--- src/rtl/dual_ram_param_if.sv ---
// dual_ram_param_if: request/response bundle between a RAM user and dual_ram_param
interface dual_ram_param_if #(
  parameter int WIDTH = 8,
  parameter int ADDR = 4
);
  localparam int NBYTES = WIDTH / 8;
  logic write;
  logic [ADDR-1:0] wr_addr;
  logic [WIDTH-1:0] data_in;
  logic [NBYTES-1:0] wr_be;
  logic read;
  logic [ADDR-1:0] rd_addr;
  logic [WIDTH-1:0] data_out;
  logic rd_valid;
  logic busy;
  modport master (
    output write, wr_addr, data_in, wr_be, read, rd_addr,
    input data_out, rd_valid, busy
  );
  modport slave (
    input write, wr_addr, data_in, wr_be, read, rd_addr,
    output data_out, rd_valid, busy
  );
endinterface

--- src/rtl/dual_ram_param.sv ---
// dual_ram_param: simple dual-port RAM with byte enables, 1/2-cycle read latency and post-reset clear
module dual_ram_param #(
  parameter int WIDTH = 8,
  parameter int DEPTH = 16,
  parameter int ADDR = 4,
  parameter int RD_LAT = 1,
  parameter int COLLISION_MODE = 0,
  parameter int CLEAR_ON_RESET = 1
) (
  input logic clk,
  input logic reset,
  dual_ram_param_if.slave bus
);
  localparam int NBYTES = WIDTH / 8;
  localparam logic [ADDR:0] LIM = (ADDR+1)'(DEPTH);
  localparam logic [ADDR-1:0] LAST = ADDR'(DEPTH - 1);
  typedef enum logic {READY = 1'b0, CLEAR = 1'b1} state_t;
  state_t state, state_nx;
  logic [ADDR-1:0] clr_cnt;
  logic [WIDTH-1:0] mem [DEPTH];
  logic wr_ok, rd_ok, p_v, fin_v;
  logic [WIDTH-1:0] rd_word, p_d, fin_d;
  always_ff @(posedge clk)
    state <= reset ? (CLEAR_ON_RESET != 0 ? CLEAR : READY) : state_nx;
  always_comb state_nx = (state == CLEAR && clr_cnt == LAST) ? READY : state;
  always_comb bus.busy = state == CLEAR;
  always_ff @(posedge clk)
    clr_cnt <= reset ? '0 : (state == CLEAR ? clr_cnt + 1'b1 : clr_cnt);
  assign wr_ok = !reset && state == READY && bus.write && {1'b0, bus.wr_addr} < LIM;
  assign rd_ok = !reset && state == READY && bus.read;
  // write-first forwards only the enabled bytes; out-of-range reads return zero
  always_comb begin
    rd_word = '0;
    if ({1'b0, bus.rd_addr} < LIM) begin
      rd_word = mem[bus.rd_addr];
      for (int i = 0; i < NBYTES; i++)
        if (COLLISION_MODE == 1 && wr_ok && bus.wr_addr == bus.rd_addr && bus.wr_be[i])
          rd_word[8*i +: 8] = bus.data_in[8*i +: 8];
    end
  end
  always_ff @(posedge clk) begin
    if (!reset && state == CLEAR)
      mem[clr_cnt] <= '0;
    else if (wr_ok)
      for (int i = 0; i < NBYTES; i++)
        if (bus.wr_be[i]) mem[bus.wr_addr][8*i +: 8] <= bus.data_in[8*i +: 8];
  end
  assign fin_v = RD_LAT == 2 ? p_v : rd_ok;
  assign fin_d = RD_LAT == 2 ? p_d : rd_word;
  always_ff @(posedge clk) begin
    if (reset) begin
      p_v <= 1'b0;
      p_d <= '0;
      bus.rd_valid <= 1'b0;
      bus.data_out <= '0;
    end else begin
      p_v <= rd_ok;
      if (rd_ok) p_d <= rd_word;
      bus.rd_valid <= fin_v;
      if (fin_v) bus.data_out <= fin_d;
    end
  end
endmodule

--- src/flat_wrapper.sv ---
// flat-port wrapper written by rule: the top's interface ports become plain ports
module dual_ram_param_flat 
#(
  parameter int WIDTH = 8,
  parameter int DEPTH = 16,
  parameter int ADDR = 4,
  parameter int RD_LAT = 1,
  parameter int COLLISION_MODE = 0,
  parameter int CLEAR_ON_RESET = 1
)
  (clk, reset, bus_write, bus_wr_addr, bus_data_in, bus_wr_be, bus_read, bus_rd_addr, bus_data_out, bus_rd_valid, bus_busy);
  dual_ram_param_if #(.WIDTH(WIDTH), .ADDR(ADDR)) bus_i ();
  input logic clk;
  input logic reset;
  input wire logic [$bits(bus_i.write)-1:0] bus_write;
  input wire logic [$bits(bus_i.wr_addr)-1:0] bus_wr_addr;
  input wire logic [$bits(bus_i.data_in)-1:0] bus_data_in;
  input wire logic [$bits(bus_i.wr_be)-1:0] bus_wr_be;
  input wire logic [$bits(bus_i.read)-1:0] bus_read;
  input wire logic [$bits(bus_i.rd_addr)-1:0] bus_rd_addr;
  output wire logic [$bits(bus_i.data_out)-1:0] bus_data_out;
  output wire logic [$bits(bus_i.rd_valid)-1:0] bus_rd_valid;
  output wire logic [$bits(bus_i.busy)-1:0] bus_busy;
  assign bus_i.write = bus_write;
  assign bus_i.wr_addr = bus_wr_addr;
  assign bus_i.data_in = bus_data_in;
  assign bus_i.wr_be = bus_wr_be;
  assign bus_i.read = bus_read;
  assign bus_i.rd_addr = bus_rd_addr;
  assign bus_data_out = bus_i.data_out;
  assign bus_rd_valid = bus_i.rd_valid;
  assign bus_busy = bus_i.busy;
  dual_ram_param #(.WIDTH(WIDTH), .DEPTH(DEPTH), .ADDR(ADDR), .RD_LAT(RD_LAT), .COLLISION_MODE(COLLISION_MODE), .CLEAR_ON_RESET(CLEAR_ON_RESET)) u_core (.clk(clk), .reset(reset), .bus(bus_i));
endmodule
--- config.mk ---
export PLATFORM = sky130hd
export DESIGN_NAME = dual_ram_param_flat
export DESIGN_NICKNAME = d
export VERILOG_FILES = /design/src/rtl/dual_ram_param_if.sv /design/src/rtl/dual_ram_param.sv /design/src/flat_wrapper.sv
export SDC_FILE = /design/constraint.sdc
export NUM_CORES = 1
export LEC_CHECK = 0
export CAP_MARGIN = 20
export CORE_UTILIZATION = 50
export CTS_CLUSTER_DIAMETER = 60
export DETAILED_ROUTE_END_ITERATION = 8
export PLACE_DENSITY = 0.75
export SYNTH_ARGS = -nofsm -noshare
export SYNTH_HDL_FRONTEND = slang
export SYNTH_SLANG_ARGS = --single-unit
export TNS_END_PERCENT = 5
--- constraint.sdc ---
create_clock -name clk -period 2.7 [get_ports clk]
set_input_delay 0.27 -clock clk [delete_from_list [all_inputs] [get_ports clk]]
set_output_delay 0.27 -clock clk [all_outputs]
set_load 0.05 [all_outputs]
# Word-level counts from Yosys, hierarchy flattened
# Memory sizes are Yosys's and may differ from the RTL's. A register that Yosys moved wholly into a read port is not among the register bits.
# Cells that the tools add are included.
# word_totals
reg_bits	6
ram_bits	128
n_memories	1
# classes
add_sub_neg	1
eq_ne	1
muxes	9
bitwise_logic	1
reduce_logical	7
# memory_table
name	words	width	read_ports	rd_clocked_by_memory_dff	wr	line_no	rtl
u_core.mem	16	8	1	1	1	dual_ram_param.sv:20	logic [WIDTH-1:0] mem [DEPTH];
# ops
operator	count
$mux 8	1
$reduce_or 8->1	1
$mux 1	7
$logic_and 1x1->1	5
$add 4x1->4 const B	1
$eq 4x4->1 const B	1
$mux 4	1
$logic_not 1->1	1
$not 1->1	1

# Logic depth before layout (Yosys ltp)
# logic_depth
word_depth	8
depth_mapped	6

# Least setup slack after synthesis
# No wires, ideal clock.
# synth_timing
path_type	register -> register
startpoint	reg u_core.state, in the netlist u_core.bus.busy
endpoint	mem u_core.mem[1][0], enable pin
setup_ns	0.370
arrival_ns	1.764
required_time_ns	2.330
path_slack_ns	0.566
path_stages_with_launch	6
n_path_buf	2
synth_period_minus_slack_ns	2.134
cell_sequence	dfxtp_1 > nor4bb_1 > buf_2 > clkbuf_1 > a31oi_1 > nor2_1
# synth_via
elab_chain_cells	8
word_cells_on_any_way	12
# synth_rtl
item	line_no	rtl
start: declaration	dual_ram_param.sv:18	state_t state, state_nx;
start signal: assignment	dual_ram_param.sv:24	state <= reset ? (CLEAR_ON_RESET != 0 ? CLEAR : READY) : state_nx;
$not 1->1	dual_ram_param.sv:29	assign wr_ok = !reset && state == READY && bus.write && {1'b0, bus.wr_addr} < LIM;
$logic_and 1x1->1 (2 in a row)	dual_ram_param.sv:29	
$mux 1	dual_ram_param.sv:44	else if (wr_ok)
$mux 1	dual_ram_param.sv:42	if (!reset && state == CLEAR)
$mux 1 (not written as such)	dual_ram_param.sv:46	if (bus.wr_be[i]) mem[bus.wr_addr][8*i +: 8] <= bus.data_in[8*i +: 8];
$reduce_or 8->1 (no line)	n/a	
$mux 4 (no line) / $mux 1 (equally long branches)	n/a	
end: declaration	dual_ram_param.sv:20	
# Parallel ways exist; a longest one is shown, timed or not.

# Final worst setup path
# layout_timing
startpoint	reg u_core.state, in the netlist u_core.bus.busy
endpoint	mem u_core.mem[5][1], enable pin
# The elaborated chain is that of the path after synthesis.

==> reports/metrics.yaml <==
sta:
  tightestPinTransition_ns: 0.887
  slew_viol_final: 0
  finalHoldWorstSlack_ns: 0.378
  layout_min_cycle_time_ns: 2.23
  setup_violations: 0
  maxSlewHeadroom_pct: 40.6
  hold_viol_final: 0
  clock_skew_ns: 0.0104
  tns_ns: 0
  rsz0062_at_grt: "false"
  fin_crit_sh_pct: 82.7
  fmax_mhz: 448
clocking:
  htreeDepth: 4
  cts_resized: 0
  cts_made_buffers: 17
  clk_pin_slew_worst_paths_ns: 0.06
  clock-sinks: 142
  worstSkewPairLatency_ns: 0.53
  post_cts_buffers: 0
  cts_hold_buf: 0
  max-clock-path-buffers: 2
  cts_root_buf: "clkbuf_8"
  cts_tree: "yes"
finish:
  final_layout_size_suffix_gt1_share_pct: 22.0
  area_growth_pct: 20.7
  nFillCells: 754
  nets: 364
  n_antenna_cell: 0
yosys:
  synth.yosys.warnings: 0
  syn_inst: 284
  postSynthAreaPerCell_um2: 19.8
  yosysSeqAreaShare_pct: 73.4
  syn_nets: 306
  synth_cell_types: 33
  syn-cell-area_um2: 5620
  synth-seq-cells: 142
floorplan:
  die_w_um: 108
  pin_count: 31
  core_area_um2: 10900
  num_rows: 38
  die_y_um: 108
  dieArea_um2: 11700
  start_util_pct: 51.6
global_route:
  grt_usage_pct: 22.1
  grt-ovfl-total: 0
  grt_pass1_wl_um: 17500
  grt_antenna_before_repair: 0
  grt_max_degree: 22
  grt_pass1_vias: 2943
placed_design:
  dp_hpwl_um: 7460
  gp_congestion: 0.847
  portBuffers: 30
critical_path:
  crit_path_max_incr_delay_ns: 0.71
  crit_arrival_ns: 2.38
  reg2reg_to: "u_core.mem[5][1]$_DFFE_PP_"
  critPathLaunchType: "register"
  reg2regPathDepth: 5
  critPathRequiredTime_ns: 2.84
  cp-end-kind: "register"
  crit_chain: "nor4bb_2 -> buf_4 -> mux2_2 -> nand2_1 -> nor2_1"
  critPathMaxFanout: 18
  path_class: "register to register"
  reg2reg_slack_ns: 0.47
  cp_slowest_cell: "nor2_1"
  r2r-start: "u_core.bus.busy$_SDFFE_PP1P_"
routing:
  drt_first_pass_iters: 4
  ant_nets: 0
  wl_um: 11400
  drc: 0
  wl_per_cell_um: 23.0
  drtIter0Drc: 316
  avgViaCountPerCell: 5.80
  via_count: 2870
pwr:
  power_leakage_nw: 2.51
  power_density_nw_per_um2: 725
  peakVddDrop_uv: 419
worst_hold_path:
  hold_path_end: "u_core.bus.rd_valid$_SDFF_PP0_"
  hold_path_class: "input port to register"
  worstHoldStart: "bus_read"
  whs_path_depth: 2
job:
  maxCapViolations: 0
status:
  status: "finished, final reports clean"
[layout make-up]
cell class | count | area (µm²) | area share (%)
sequential | 142 | 4120 | 60.8
multi-input combinational | 127 | 1420 | 21.0
timing repair buffer | 52 | 460 | 6.78
clock buffer | 21 | 459 | 6.77
tap | 140 | 175 | 2.58
clock inverter | 11 | 138 | 2.03
inverter | 2 | 7.51 | 0.111
[worst max path at each step]
stage,startpoint,depth (start not counted),endpoint,slack [ns]
final,u_core.bus.busy$_SDFFE_PP1P_,5,u_core.mem[5][1]$_DFFE_PP_,0.47
after global routing,u_core.bus.busy$_SDFFE_PP1P_,5,u_core.mem[14][0]$_DFFE_PP_,0.33
after CTS,u_core.bus.busy$_SDFFE_PP1P_,5,u_core.mem[5][7]$_DFFE_PP_,0.46
after detailed placement,bus_write,6,u_core.mem[5][1]$_DFFE_PP_,0.004
after global placement,bus_write,6,u_core.mem[14][7]$_DFFE_PP_,0.09
after floorplan,u_core.bus.busy$_SDFFE_PP1P_,5,u_core.mem[1][0]$_DFFE_PP_,0.57
[kinds of logic after synthesis]
group	after synthesis	share of synthesized area, %
muxes	51	17.5
and+or+nand+nor	49	4.43
DFF	142	73.4
xor gates and xnor gates	3	0.467
AOI/OAI and AO/OA	23	2.54
adders and majority gates	1	0.223
buffers and inverters	15	1.45
[where the power goes]
part	switching [W]	total (W)	internal (W)
sequential	0.0000132	0.00240	0.00239
combinational	0.0000964	0.000203	0.000106
clock	0.000841	0.00231	0.00147
total	0.000951	0.00492	0.00397
[registers in the layout, summed over array words and instances, names as in the netlist]
register	cells
u_core.mem	128
u_core.bus.busy	1
u_core.bus.rd_valid	1
u_core.clr_cnt	4
u_core.bus.data_out	8
[per-stage QoR]
stage	utilization, %	worst slack [ns]	area (µm²)	cells	power [W]
floorplan	-	0.566	5620	284	0.00256
global placement	56.8	0.0871	6190	463	0.00265
detailed placement	56.8	0.00363	6190	463	0.00265
CTS	62.3	0.456	6790	495	0.00496
global route	62.3	0.333	6790	495	0.00506
finish	62.3	0.468	6790	495	0.00492
[synth_stat cells, drive strengths merged]
library cell | count | share of area [%]
a31oi | 4 | 0.45
edfxtp | 128 | 68
nand3 | 1 | 0.089
nor2 | 22 | 1.5
buf | 10 | 1.1
nor3 | 1 | 0.089
o21ai | 8 | 0.71
a21oi | 2 | 0.18
nand2b | 1 | 0.11
nand4 | 1 | 0.11
xor2 | 2 | 0.31
nor4bb | 1 | 0.18
nor3b | 3 | 0.49
clkbuf | 3 | 0.20
mux2 | 9 | 1.8
inv | 2 | 0.13
dfxtp | 14 | 5.0
xnor2 | 1 | 0.16
ha | 1 | 0.22
nor2b | 1 | 0.11
mux2i | 10 | 1.8
nand4bb | 1 | 0.20
and2 | 8 | 0.89
mux4 | 32 | 14
nand4b | 1 | 0.16
a22oi | 8 | 1.1
a21o | 1 | 0.13
nand2 | 8 | 0.53
[placed cells by master, fill, tap and decap left out, types with 8 or more instances in the layout]
cell             synthesis  routed
a22oi_1                  8       8
and2_1                   8       8
buf_4                    1      22
clkbuf_16                0      16
clkdlybuf4s50_1          0      29
dfxtp_1                 14      14
edfxtp_1               128     128
mux2_2                   9       9
mux2i_1                 10      10
mux4_1                  17      17
mux4_2                  15      15
nand2_1                  8       8
nor2_1                  22      22
o21ai_1                  8       8
[worst max-delay path: cells and delay by family, from the launching register on]
kind,cells,cell delay [ns]
DFF,1,0.32
buffers and inverters,1,0.25
muxes,1,0.19
and+or+nand+nor,3,1.08
[layer usage]
layer / GRT usage (%) / routed length (µm)
met1: 30.4 / 4780
met2: 33.7 / 5500
met3: 6.63 / 972
met4: 7.63 / 150
met5: 0 / 0
Power figures use the tool's default switching activity.
